<file path="src/rtl/vx_branch_commit.sv">
// vx_branch_commit
//   Collects branch resolutions from every integer ALU block, buffers them in
//   one small FIFO per block, and serializes them round-robin into a single
//   registered commit stream for the warp scheduler. It also keeps a per-warp
//   mask of branches that have issued but not yet resolved.
//
// Ports
//   clk            clock
//   reset          asynchronous, active-low reset
//   br_valid       per-block resolution strobe (no back-pressure)
//   br_wid         per-block warp id, packed NUM_BLOCKS x NW_WIDTH
//   br_taken       per-block taken flag
//   br_dest        per-block target PC, packed NUM_BLOCKS x PC_BITS
//   issue_valid    scheduler issued a branch for issue_wid
//   issue_wid      warp that issued the branch
//   commit_valid   registered commit strobe, one cycle per resolution
//   commit_wid     warp being resolved
//   commit_taken   redirect required
//   commit_dest    redirect target (meaningful when commit_taken=1)
//   pending        per-warp unresolved-branch mask
//   overflow_err   sticky: a block FIFO dropped an entry
//   spurious_err   sticky: a commit arrived for a warp that was not pending
module vx_branch_commit #(
  parameter int NUM_BLOCKS = 2,
  parameter int NUM_WARPS  = 8,
  parameter int FIFO_DEPTH = 2,
  parameter int PC_BITS    = 32,
  localparam int NW_WIDTH  = (NUM_WARPS > 1) ? $clog2(NUM_WARPS) : 1
) (
  input  logic                           clk,
  input  logic                           reset,
  input  logic [NUM_BLOCKS-1:0]          br_valid,
  input  logic [NUM_BLOCKS*NW_WIDTH-1:0] br_wid,
  input  logic [NUM_BLOCKS-1:0]          br_taken,
  input  logic [NUM_BLOCKS*PC_BITS-1:0]  br_dest,
  input  logic                           issue_valid,
  input  logic [NW_WIDTH-1:0]            issue_wid,
  output logic                           commit_valid,
  output logic [NW_WIDTH-1:0]            commit_wid,
  output logic                           commit_taken,
  output logic [PC_BITS-1:0]             commit_dest,
  output logic [NUM_WARPS-1:0]           pending,
  output logic                           overflow_err,
  output logic                           spurious_err
);

  localparam int PTR_W = (FIFO_DEPTH > 1) ? $clog2(FIFO_DEPTH) : 1;
  localparam int CNT_W = $clog2(FIFO_DEPTH + 1);
  localparam int BLK_W = (NUM_BLOCKS > 1) ? $clog2(NUM_BLOCKS) : 1;

  // Per-block storage
  logic [NW_WIDTH-1:0] mem_wid   [NUM_BLOCKS][FIFO_DEPTH];
  logic                mem_taken [NUM_BLOCKS][FIFO_DEPTH];
  logic [PC_BITS-1:0]  mem_dest  [NUM_BLOCKS][FIFO_DEPTH];

  logic [PTR_W-1:0] wr_ptr [NUM_BLOCKS];
  logic [PTR_W-1:0] rd_ptr [NUM_BLOCKS];
  logic [CNT_W-1:0] count  [NUM_BLOCKS];

  logic [BLK_W-1:0] rr_ptr;

  // Arbitration / datapath
  logic                  grant_any;
  logic [BLK_W-1:0]      grant_idx;
  logic [NUM_BLOCKS-1:0] pop_vec;
  logic [NUM_BLOCKS-1:0] push_ok;
  logic [NW_WIDTH-1:0]   pop_wid;
  logic                  pop_taken;
  logic [PC_BITS-1:0]    pop_dest;
  logic [NUM_WARPS-1:0]  set_vec;
  logic [NUM_WARPS-1:0]  clr_vec;
  logic [NUM_WARPS-1:0]  pending_nxt;
  logic                  drop_any;
  logic                  spurious_hit;

  // Round-robin: first scan blocks rr_ptr..N-1, then 0..rr_ptr-1; the first
  // non-empty block found wins.
  always_comb begin
    grant_any = 1'b0;
    grant_idx = '0;
    for (int unsigned b = 0; b < NUM_BLOCKS; b++) begin
      if (!grant_any && (b >= 32'(rr_ptr)) && (count[b] != '0)) begin
        grant_any = 1'b1;
        grant_idx = BLK_W'(b);
      end
    end
    for (int unsigned b = 0; b < NUM_BLOCKS; b++) begin
      if (!grant_any && (b < 32'(rr_ptr)) && (count[b] != '0)) begin
        grant_any = 1'b1;
        grant_idx = BLK_W'(b);
      end
    end
  end

  always_comb begin
    pop_vec  = '0;
    push_ok  = '0;
    drop_any = 1'b0;
    for (int unsigned b = 0; b < NUM_BLOCKS; b++) begin
      pop_vec[b] = grant_any && (grant_idx == BLK_W'(b));
      // A full FIFO that is being popped this cycle still has room.
      push_ok[b] = br_valid[b] && ((count[b] != CNT_W'(FIFO_DEPTH)) || pop_vec[b]);
      if (br_valid[b] && !push_ok[b]) drop_any = 1'b1;
    end
  end

  always_comb begin
    pop_wid   = mem_wid[grant_idx][rd_ptr[grant_idx]];
    pop_taken = mem_taken[grant_idx][rd_ptr[grant_idx]];
    pop_dest  = mem_dest[grant_idx][rd_ptr[grant_idx]];
  end

  // Set wins over clear when issue and resolution hit the same warp.
  always_comb begin
    set_vec      = issue_valid ? (NUM_WARPS'(1) << issue_wid) : '0;
    clr_vec      = grant_any ? (NUM_WARPS'(1) << pop_wid) : '0;
    pending_nxt  = (pending & ~clr_vec) | set_vec;
    spurious_hit = grant_any && !pending[pop_wid] &&
                   !(issue_valid && (issue_wid == pop_wid));
  end

  // FIFO storage carries no reset; occupancy alone decides validity.
  always_ff @(posedge clk) begin
    for (int unsigned b = 0; b < NUM_BLOCKS; b++) begin
      if (push_ok[b]) begin
        mem_wid[b][wr_ptr[b]]   <= br_wid[b*NW_WIDTH +: NW_WIDTH];
        mem_taken[b][wr_ptr[b]] <= br_taken[b];
        mem_dest[b][wr_ptr[b]]  <= br_dest[b*PC_BITS +: PC_BITS];
      end
    end
  end

  always_ff @(posedge clk or negedge reset) begin
    if (!reset) begin
      for (int unsigned b = 0; b < NUM_BLOCKS; b++) begin
        wr_ptr[b] <= '0;
        rd_ptr[b] <= '0;
        count[b]  <= '0;
      end
    end else begin
      for (int unsigned b = 0; b < NUM_BLOCKS; b++) begin
        if (push_ok[b]) wr_ptr[b] <= wr_ptr[b] + PTR_W'(1);
        if (pop_vec[b]) rd_ptr[b] <= rd_ptr[b] + PTR_W'(1);
        count[b] <= count[b] + CNT_W'(push_ok[b]) - CNT_W'(pop_vec[b]);
      end
    end
  end

  always_ff @(posedge clk or negedge reset) begin
    if (!reset) begin
      rr_ptr       <= '0;
      commit_valid <= 1'b0;
      commit_wid   <= '0;
      commit_taken <= 1'b0;
      commit_dest  <= '0;
      pending      <= '0;
      overflow_err <= 1'b0;
      spurious_err <= 1'b0;
    end else begin
      commit_valid <= grant_any;
      if (grant_any) begin
        commit_wid   <= pop_wid;
        commit_taken <= pop_taken;
        commit_dest  <= pop_dest;
        rr_ptr       <= (grant_idx == BLK_W'(NUM_BLOCKS - 1)) ? '0 : grant_idx + BLK_W'(1);
      end
      pending <= pending_nxt;
      if (drop_any)     overflow_err <= 1'b1;
      if (spurious_hit) spurious_err <= 1'b1;
    end
  end

endmodule

</file>
<file path="config.mk">
export PLATFORM = sky130hd
export DESIGN_NAME = vx_branch_commit
export DESIGN_NICKNAME = d
export VERILOG_FILES = /design/src/rtl/vx_branch_commit.sv
export SDC_FILE = /design/constraint.sdc
export NUM_CORES = 1
export LEC_CHECK = 0
export ABC_AREA = 1
export CAP_MARGIN = 5
export CORE_MARGIN = 5
export CORE_UTILIZATION = 54
export CTS_BUF_LIST = sky130_fd_sc_hd__clkbuf_4 sky130_fd_sc_hd__clkbuf_8
export DETAILED_ROUTE_END_ITERATION = 8
export DONT_BUFFER_PORTS = 1
export PLACE_DENSITY = 0.69
export SKIP_LAST_GASP = 1
export SLEW_MARGIN = 20
export SYNTH_ARGS = -nofsm -noshare
export SYNTH_HDL_FRONTEND = slang
export SYNTH_SLANG_ARGS = --single-unit
export TNS_END_PERCENT = 20
</file>
<file path="constraint.sdc">
create_clock -name clk -period 9.1 [get_ports clk]
set_input_delay 1.82 -clock clk [delete_from_list [all_inputs] [get_ports clk]]
set_output_delay 1.82 -clock clk [all_outputs]
set_load 0.02 [all_outputs]
</file>
; After elaboration in Yosys (flattened, before gate mapping)
; Memory sizes are Yosys's and may differ from the RTL's.
; Index checks and enable logic that the tools add are counted.
[totals]
regBits = 56
wordCells = 117
mem_count = 3
out_inout_bits = 47
input_bits = 80
ram_bits = 144
[op_classes]
n_lt_le_gt_ge = 9
n_addsub = 9
n_eq_ne = 3
mux = 44
n_shift = 2
bitwise_logic = 8
n_reduce_logical = 25
[mem_list]
columns = name, depth, width, rd, rd_clocked_by_memory_dff, write_ports, line
row1 = mem_dest, 2, 64, 1, 0, 2, 54  ; logic [PC_BITS-1:0] mem_dest [NUM_BLOCKS][FIFO_DEPTH];
row2 = mem_wid, 2, 6, 1, 0, 2, 52  ; logic [NW_WIDTH-1:0] mem_wid [NUM_BLOCKS][FIFO_DEPTH];
row3 = mem_taken, 2, 2, 1, 0, 2, 53  ; logic mem_taken [NUM_BLOCKS][FIFO_DEPTH];
[ops]
columns = operator, count
row1 = 32-bit 2-to-1 mux, 5
row2 = 64-bit 2-to-1 mux, 2
row3 = 32-bit demux with 1-bit select, 2
row4 = 1-bit 2-to-1 mux, 19
row5 = 8-bit 2-to-1 mux, 2
row6 = "1-bit by 3-bit left shift with 8-bit output, first input constant", 2
row7 = 1-bit logical AND, 15
row8 = 3-bit 2-to-1 mux, 5
row9 = 6-bit 2-to-1 mux, 2
row10 = 8-bit bitwise AND, 1
row11 = "2-bit greater-or-equal comparator, second input constant", 4
row12 = 1-bit NOT with 2-bit output, 4
row13 = 8-bit NOT, 1
row14 = 8-bit OR, 1
row15 = 3-bit demux with 1-bit select, 2
row16 = 1-bit zero test, 6
row17 = "1-bit adder, second input constant", 5
row18 = 2-bit by 1-bit adder with 2-bit output, 2
row19 = "2-bit by 1-bit < comparator with 1-bit output, second input constant", 2
row20 = "3-bit by 4-bit < comparator with 1-bit output, second input constant", 1
row21 = 2-bit 2-to-1 mux, 2
row22 = "2-bit != test, second input constant", 2
row23 = 2-bit nonzero test, 2
row24 = 2-bit by 1-bit subtractor with 2-bit output, 2
row25 = other kinds (7), 9

; Longest topological paths before layout
; Gate-level depths: netlist (run 1).
[depth]
ltp_word = 23
ltp_mapped = 15
ltp_nobuf = 15

; Worst setup path before layout (run 1)
; OpenSTA, ideal clock, no wires.
[synth_timing]
path_type = input port to flip-flop
startpoint = input br_valid[0]
endpoint = memory mem_dest[0][0] (netlist bit), enable pin
t_required_ns = 8.669
slack_ns = 5.215
n_path_buf = 0
t_arrival_ns = 3.454
cell_stages = 2
setup_time_ns = 0.431
cell_sequence = nand2_1 -> nor2_1
[synth_rtl]
columns = item, line
row1 = start: declaration, 32  ; input logic [NUM_BLOCKS-1:0] br_valid,
row2 = end: declaration, 54

; Worst setup path in the final report (run 1)
[layout_timing]
startpoint = register count[2] (netlist bit)
endpoint = register spurious_err
[layout_via]
elab_chain_len = 23
word_cells_on_any_way = 29
cone_classes = eq/ne (1) / mux (13) / bitwise (2) / reduce/logical (12) / memory (1)
[layout_lines]
columns = item, line
row1 = start: declaration, 58  ; logic [CNT_W-1:0] count [NUM_BLOCKS];
row2 = start signal: indexed assignment, 144  ; count[b] <= count[b] + CNT_W'(push_ok[b]) - CNT_W'(pop_vec[b]);
row3 = 2-bit nonzero test (*), "82, 88"
row4 = 1-bit logical AND, 82  ; if (!grant_any && (b >= 32'(rr_ptr)) && (count[b] != '0)) begin
row5 = 1-bit 2-to-1 mux, 82
row6 = 1-bit zero test, 82
row7 = 1-bit logical AND, 82
row8 = 1-bit 2-to-1 mux, 82
row9 = 1-bit zero test, 88  ; if (!grant_any && (b < 32'(rr_ptr)) && (count[b] != '0)) begin
row10 = 1-bit logical AND (2 in a row), 88
row11 = (+2 left out), -
row12 = 1-bit 2-to-1 mux (implied by the code) (3 in a row), 108  ; pop_wid = mem_wid[grant_idx][rd_ptr[grant_idx]];
row13 = 1-bit NOT with 2-bit output (implied by the code), 108
row14 = 3-bit 2-to-1 mux (implied by the code) (3 in a row), 108
row15 = 1-bit binary-select mux with 3-bit select, 118  ; spurious_hit = grant_any && !pending[pop_wid] &&
row16 = 1-bit 2-to-1 mux (implied by the code), 118
row17 = 1-bit zero test, 118
row18 = 1-bit logical AND, 118
row19 = 1-bit logical AND (*), 118
row20 = end signal: assignment, 158  ; spurious_err <= 1'b0;
row21 = end signal: assignment, 169  ; if (spurious_hit) spurious_err <= 1'b1;
row22 = end: declaration, 44  ; output logic spurious_err
; Mark *: on every way between the ends. The rest lies on a longest branch, timed or not. The select of a mux whose other input is x is not followed.
; A chain may end at the register's enable or synchronous reset.

==> run metrics, run 1 <==
Net Sw Frac 0.427; Core Box Area 14500 um^2; Relative slew margins 0.290; leakage 3.33 nW; switching power 1.52 mW; final hold violations 0; Int Pwr 2.04 mW; Die X-Extent 132 um; GRT Residual Overflow 0; dpl cells 825; Post-CTS Setup Repair Bufs 0; Hold EP rd_ptr[0]; RSZ-0062 raised after global routing no; Syn. warnings 0; number of flops mapped to enable cells by yosys 144; Worst setup EP type register; DP Worst Slack 5.24 ns; post-synthesis cell type count 27; Final Cell Area 8620 um^2; Clock Latency Late Sink 0.46 ns; initial antenna violation count 0; remaining antenna violation count 0; clock share of power 0.162; combinational share of power 0.398; Clock Tree Buf Depth 2; Initial Utilization 0.550; synthesized area 7990 um^2; FF-to-FF Start count[2]; CP Launch Type register; Final WS setup 5.25 ns; clock-pin slew on the worst setup and hold paths 0.09 ns; worst-margin pin slew 1.06 ns; Syn Inst Count 666; GPL Wtd Cong 0.934; final total power 3.57 mW; ys async rst share 0.280; Setup TNS 0 ns; Min Clock Period, post-route 3.85 ns; P&R area growth vs syn 7.97%; outcome completed; max_cap viols 0; Hold Buf Count CTS 0; hpwl dp 10500 um; DRC Markers 0; worst r2r path cells 14; Post-Synthesis Mean Instance Area 12.0 um^2; Detailed Route Iter0 Violations 444; R2R Setup Slk 5.25 ns; post-route clock period utilization 0.424; via count 4777; DR vias/cell 5.57; Post-Syn Nets 750; final wirelength 16600 um; final cell count without fillers 857; reg2reg end spurious_err; min-delay src rd_ptr[0]; # rows 44; Critical Path AT 4.22 ns; maximum vdd drop 0.000221 V; sequential area share after synthesis 0.717; antenna cells 0; Root Driver clkbuf_8; # fillers 1165; layout cells sized above 1 0.108; setup violators final 0; Layout Nets 744; Initial DRT Pass Iterations 5; Met1 Wirelength 6260 um; kind of critical path register to register; met2 WL 8030 um; I/O Buffers 0; Yosys reg bits 200; met3 routed WL 1800 um; sequential power share 0.440; Highest Signal Layer met4; largest net degree at the start of global routing 74; Worst Hold Depth 2; CTS buffer count 17; DR WL/cell 19.3 um; power per cell area 414 nW/um^2; Placed Area 8210 um^2; CP Max Fanout 73; die area 17300 um^2; CP Data Required Time 9.46 ns; commonest non-fill, non-tap cell in the layout nand2_1; H-tree levels 4; post-CTS sizing 0; clk_skew 0.0119 ns; Vert. Die Dim 132 um; first-pass GRT wire length 26200 um; vias in the first global route 4880; worst min-delay path category register to register; io pins 127; Global Route Usage Sum 0.194; max frequency 0.259 GHz; commonest non-fill, non-tap cells in the layout nand2_1 (243), edfxtp_1 (144), a21oi_1 (69); Final Max Tran Viols 0; CTS tree built; most frequently used flop master after synthesis edfxtp_1; total clock sinks 200
[layer usage]
layer / vias to the layer above / global-route usage
met5: - / 0
met4: 0 / 0.0794
met3: 35 / 0.0925
met2: 206 / 0.309
met1: 2255 / 0.228
li1: 2281 / -
[flip-flops by register name, summed over array words and instances (netlist names)]
name and flops:
wr_ptr 2, mem_wid 12, rd_ptr 2, commit_dest 32, count 4, mem_dest 128
overflow_err 1, commit_valid 1, spurious_err 1, pending 8, rr_ptr 1, mem_taken 4
commit_taken 1, commit_wid 3
[worst max path at each step]
stage	start	end	slack (ns)	cells past startpoint
2_1_floorplan	br_valid[0]	mem_dest[0][0]	5.22	2
3_3_place_gp	count[0]	pending[7]	5.42	12
3_5_place_dp	count[2]	spurious_err	5.24	14
4_1_cts	count[2]	spurious_err	5.23	14
5_1_grt	count[2]	spurious_err	4.88	14
6_report	count[2]	spurious_err	5.25	14
[stage by stage]
stage / hold slack [ns] / util
floorplan: 0.442 / -
global placement: 0.457 / 0.558
detailed placement: 0.464 / 0.565
CTS: 0.486 / 0.593
global route: 0.527 / 0.593
finish: 0.484 / 0.593
[power groups by stage]
stage	Combinational [mW]	Clock (mW)	Sequential [mW]
4_1_cts	1.43	0.589	1.58
3_3_place_gp	1.33	0	1.59
6_report	1.42	0.578	1.57
2_1_floorplan	1.14	0	1.55
5_1_grt	1.61	0.629	1.60
3_5_place_dp	1.43	0	1.59
[kinds of logic after synthesis]
family,count (synthesis),synth area share
AND/OR/NAND/NOR,278,0.137
flip-flops,200,0.717
AO/OA/AOI/OAI,126,0.103
buffers and inverters,53,0.0310
XOR/XNOR,5,0.00548
adder cells (fa/ha/maj),4,0.00627
[critical path: stages (launching register included)]
cell and delay, ns:
dfrtp_1 0.44, o21ai_4 0.24, nand2_2 0.59, nand2_1 0.33, nand2_4 0.49, inv_4 0.79, nand2_1 0.21, nand2_2 0.19
nand2_1 0.07, nand2_1 0.07, nand2_1 0.05, nand2_1 0.07, nand2_1 0.05, nand3_1 0.07, nand2_1 0.05
[Yosys cell counts (2+ instances only)]
cell	number	area, um^2
o31ai_1	13	97.6
o31ai_2	20	250
buf_1	3	11.3
clkbuf_1	9	33.8
buf_6	3	33.8
buf_4	2	15.0
nand2_1	243	912
xnor2_1	4	35.0
buf_2	13	65.1
nand2_2	4	25.0
inv_1	19	71.3
nand3_1	9	45.0
nand3b_1	4	30.0
ha_1	4	50.1
dfrtp_1	56	1400
nor2_1	15	56.3
a21oi_1	69	345
o21ai_0	18	90.1
o21ai_1	5	25.0
inv_2	3	11.3
edfxtp_1	144	4320
[final cells by class]
class	count	area [um^2]	area share
Inverter	23	88.8	0.0103
Sequential cell	200	5730	0.664
Tap cell	184	230	0.0267
Timing Repair Buffer	5	118	0.0136
Clock inverter	12	148	0.0171
Multi-Input combinational cell	413	2050	0.238
Clock buffer	20	263	0.0305
(Power assumes the default switching activity.)
==> run 2: changes to the inputs <==
- ABC_AREA: 1 -> 0
- PLACE_DENSITY: 0.69 -> 0.72
- clock period: 9.1 -> 3.1 ns (I/O delays scaled with it)
==> run 2 against run 1 <==
  * Combinational power is 96% higher
  * Total power rose to 2.6 times the previous value
  * Sequential share of layout area increased by 0.99 points
  * Register-to-register slack got worse by 4.6 ns
  * Highest routed layer unchanged
  * Hold slack worse by 0.24 ns
  * Sequential cell count unchanged
  * Sequential power grew to 3.0 times the previous value
  * Non-clock buffer count is 7 higher
  * Critical path depth shrank 9
  * Synthesized cell count shrank 23%
==> run metrics, run 2 <==
outcome completed; worst-margin pin slew 0.951 ns; Clock Tree Buf Depth 2; max frequency 0.413 GHz; layout cells sized above 1 0.179; Initial DRT Pass Iterations 4; H-tree levels 4; Synth area leader edfxtp_1; most frequent cell after synthesis edfxtp_1; delay-heaviest family, CP simple AND/OR/NAND/NOR gates; maximum vdd drop 0.000454 V; Post-Synthesis Mean Instance Area 15.3 um^2; remaining antenna violation count 0; max reg flops 128; sequential area share after synthesis 0.735; Syn. warnings 0; CP Max Fanout 24; Hold Buf Count CTS 1; Root Driver clkbuf_8; post-route clock period utilization 0.782; CP max-delay cell o21ai_4; CP Launch Type register; DR WL/cell 20.5 um; via count 4039; worst hold slack 0.246 ns; power per cell area 1080 nW/um^2; GRT Residual Overflow 0; vias in the first global route 4360; Min Clock Period, post-route 2.42 ns; final wirelength 14600 um; final total power 9.18 mW; Core Box Area 14400 um^2; first-pass GRT wire length 23100 um; I/O Buffers 0; GPL Wtd Cong 0.940; total clock sinks 200; initial antenna violation count 0; DR vias/cell 5.65; Final WS setup 0.677 ns; max_cap viols 0; Yosys reg bits 200; Vert. Die Dim 130 um; kind of critical path register to register; WP buf/inv 1; top post-synthesis cells by count edfxtp_1 (144), dfrtp_1 (56), o21ai_0 (43), nand2_1 (42), nor2_1 (41); RSZ-0062 raised after global routing no; Final Cell Area 8500 um^2; CTS tree built; Clock Latency Late Sink 0.46 ns; ranking of synthesized cells by area edfxtp_1 (55%), dfrtp_1 (18%), mux2_2 (5.2%); Layout Nets 602; Initial Utilization 0.542; worst-path cell chain o21ai_4, nor3b_1, nand2b_1, nor2_4, buf_12; antenna cells 0; Worst setup EP type register; number of flops mapped to enable cells by yosys 144; dpl cells 681; final hold violations 0; worst min-delay path category input port to register; CTS buffer count 17; Core Util, Final 0.592; synthesized area 7790 um^2; final cell count without fillers 715; die area 16900 um^2; DP Worst Slack 0.670 ns; Post-CTS Setup Repair Bufs 0; clk_skew 0.0145 ns; commonest non-fill, non-tap cells in the layout edfxtp_1 (144), dfrtp_1 (54), o21ai_0 (43); P&R area growth vs syn 9.09%; Critical Path AT 2.58 ns; commonest non-fill, non-tap cell in the layout edfxtp_1; hpwl dp 9890 um; largest net degree at the start of global routing 78; CP Data Required Time 3.26 ns; Synth top area share 0.555; post-CTS sizing 0; Detailed Route Iter0 Violations 208; post-synthesis cell type count 35; Relative slew margins 0.366; ys async rst share 0.280; setup violators final 0; Global Route Usage Sum 0.183; CP max stage delay 0.53 ns; Syn Inst Count 511; Post-Syn Nets 595; most frequently used flop master after synthesis edfxtp_1; DRC Markers 0; clock-pin slew on the worst setup and hold paths 0.09 ns; Setup TNS 0 ns; # rows 44; leakage 3.05 nW; Die X-Extent 130 um; # fillers 1086; io pins 127; Final Max Tran Viols 0; Placed Area 8040 um^2
==> run 2: cell count changes in the layout (fill, tap and decap cells not counted), sizes merged, moves of 9 or more <==
cell	change
mux2i	+42
nand2	-206
nand3	-9
inv	-19
mux2	+39
o31ai	-27
o21ai	+20
nor2	+25
a21oi	-36
==> run 2: path summary, 6_finish.rpt <==
| path | start | end | slack, ns | cells past startpoint |
|---|---|---|---|---|
| max reg2reg | count[0] | mem_dest[0][8] | 0.68 | 5 |
| max | count[0] | mem_dest[0][8] | 0.68 | 5 |
| min | br_dest[62] | mem_dest[1][62] | 0.25 | 0 |
| min in group asynchronous | reset | commit_dest[29] | 0.70 | 2 |
| min reg2reg | rr_ptr | rr_ptr | 0.55 | 1 |
| max in group asynchronous | reset | rd_ptr[1] | 2.14 | 2 |
==> run 2: cell type report <==
| type | count | area [um^2] | share of cell area |
|---|---|---|---|
| sequential | 200 | 5730 | 0.674 |
| clock inverter | 11 | 146 | 0.0172 |
| multi-input combinational | 282 | 1980 | 0.233 |
| inverter | 5 | 18.8 | 0.00221 |
| timing repair buffer | 12 | 125 | 0.0147 |
| tap | 184 | 230 | 0.0271 |
| clock buffer | 21 | 277 | 0.0325 |
==> run 2: power by group <==
part	switching, mW	total [mW]	internal [mW]
Clock	0.853	1.71	0.861
Combinational	1.61	2.79	1.18
Sequential	0.880	4.67	3.79
Total	3.35	9.18	5.83
==> run 2: logic make-up after synthesis <==
family,synth area share
AO/OA/AOI/OAI,0.0666
XOR/XNOR,0.0124
adder cells (fa/ha/maj),0.00642
buffers and inverters,0.0165
flip-flops,0.735
multiplexers,0.114
AND/OR/NAND/NOR,0.0491
==> run 2: layer usage <==
metal | track usage | vias to the layer above | part of all wire
met5 | 0 | - | 0
met4 | 0.0691 | 0 | 0.018
met3 | 0.0843 | 25 | 0.099
met2 | 0.303 | 125 | 0.50
met1 | 0.209 | 1986 | 0.38
li1 | - | 1903 | -
==> run 3: changes to the inputs <==
- ABC_AREA: 0 -> 1
- PLACE_DENSITY: 0.72 -> 0.69
- clock period: 3.1 -> 2.3 ns (I/O delays scaled with it)
==> run 3 against run 2 <==
  * Via count is 19% higher
  * Total power rose by 54%
  * Fmax up 14%
  * Global-route usage increased by 1.0 points
  * Combinational power up 110%
  * Largest power group unchanged
  * Highest routed layer unchanged
==> run metrics, run 3 (same netlist as run 1, synthesis figures left out) <==
Int Pwr 8.09 mW; Relative slew margins 0.736; switching power 6.07 mW; P&R area growth vs syn 8.72%; commonest non-fill, non-tap cells in the layout nand2_1 (243), edfxtp_1 (144), a21oi_1 (69); power per cell area 1630 nW/um^2; commonest non-fill, non-tap cell in the layout nand2_1; Critical Path AT 2.46 ns; layout cells sized above 1 0.122; DRC Markers 0; worst-margin pin slew 0.397 ns; worst min-delay path category input port to register; Global Route Usage Sum 0.193; Net Sw Frac 0.429; Clock Latency Late Sink 0.44 ns; Post-CTS Setup Repair Bufs 0; CP Launch Type register; via count 4805; Worst setup EP type register; kind of critical path register to register; maximum vdd drop 0.000855 V; CTS buffer count 17; H-tree levels 4; total clock sinks 200; DR vias/cell 5.52; max frequency 0.470 GHz; Layout Nets 757; antenna cells 0; vias in the first global route 4809; Root Driver clkbuf_8; largest net degree at the start of global routing 73; Placed Area 8280 um^2; GRT Residual Overflow 0; # rows 44; Clock Tree Buf Depth 2; CTS tree built; GPL Wtd Cong 0.977; final hold violations 0; CP Data Required Time 2.63 ns; Final Cell Area 8680 um^2; sequential power share 0.438; I/O Buffers 0; leakage 3.37 nW; dpl cells 836; initial antenna violation count 0; final wirelength 16400 um; Die X-Extent 132 um; Detailed Route Iter0 Violations 293; Vert. Die Dim 132 um; Initial DRT Pass Iterations 5; max reg flops 128; max_cap viols 0; remaining antenna violation count 0; Core Util, Final 0.598; combinational share of power 0.417; Core Box Area 14500 um^2; DR WL/cell 18.8 um; clock share of power 0.145; clk_skew 0.0106 ns; setup violators final 0; Final Max Tran Viols 0; outcome completed; hpwl dp 10800 um; CP Max Fanout 22; io pins 127; first-pass GRT wire length 26200 um; clock-pin slew on the worst setup and hold paths 0.09 ns; Min Clock Period, post-route 2.13 ns; die area 17300 um^2; post-route clock period utilization 0.925; RSZ-0062 raised after global routing no; Initial Utilization 0.550; final cell count without fillers 870
==> run 3: cell types whose count changed in the layout (fill, tap and decap cells not counted), sizes merged, moves of 6 or more <==
cell   delta
mux2     -39
nand3     +9
o31ai    +27
o21ai    -20
inv      +18
a21oi    +36
mux2i    -42
xnor2     -6
nand2   +206
buf       +6
nor2     -25
==> run 3: final timing paths <==
check                            start              end  slack (ns)  cells after the start
max                           count[2]     spurious_err        0.17                     14
min                        br_dest[54]  mem_dest[1][22]        0.10                      0
max reg2reg                   count[2]     spurious_err        0.17                     14
min reg2reg                  rd_ptr[1]        rd_ptr[1]        0.48                      1
max in group asynchronous        reset  commit_dest[10]        1.47                      2
min in group asynchronous        reset       pending[5]        0.58                      2
==> run 3: what timing repair did <==
item | 4_1_cts | 5_1_grt
endpoints found under the setup margin | 0 | 1
gates resized for setup | 0 | 1
hold endpoints to repair | 56 | 0
hold buffers | 2 | 0
==> run 3: worst max-delay path: stages (launching register included) <==
cell and delay [ns]:
dfrtp_1 0.44, o21ai_4 0.24, nand2_2 0.10, nand2_1 0.12, nand2_4 0.11, inv_4 0.22, nand2_1 0.12, nand2_2 0.14
nand2_1 0.11, nand2_1 0.10, nand2_1 0.05, nand2_1 0.07, nand2_1 0.06, nand3_1 0.10, nand2_1 0.06
==> run 3: power by group through the flow <==
stage,clock network [mW],registers [mW],logic (mW)
floorplan,0,6.10,4.54
global placement,0,6.26,5.63
detailed placement,0,6.29,5.88
CTS,2.11,6.22,5.93
global route,2.29,6.30,6.66
finish,2.06,6.20,5.90
==> run 3: per-stage QoR <==
step	power, mW	TNS [ns]	setup WS [ns]	hold slack, ns
4_1_cts	14.3	0	0.197	0.0685
3_3_place_gp	11.9	0	0.354	0.167
3_5_place_dp	12.2	0	0.227	0.166
2_1_floorplan	10.6	-22.47	-0.475	0.164
5_1_grt	15.2	0	0.00103	0.0532
6_report	14.2	0	0.172	0.105
==> run 3: cell type report <==
class	instances	area (um^2)
inverter	23	88.8
sequential	200	5730
tap	184	230
multi-input combinational	413	2050
clock inverter	9	78.8
timing repair buffer	18	224
clock buffer	23	285
fill	1164	5850
==> run 3: layer usage <==
metal / vias up / GRT usage / wire length (um)
met4: 0 / 0.0531 / 153
met5: - / 0 / 0
met2: 151 / 0.327 / 8220
met1: 2335 / 0.227 / 6510
met3: 14 / 0.0818 / 1500
li1: 2305 / - / -
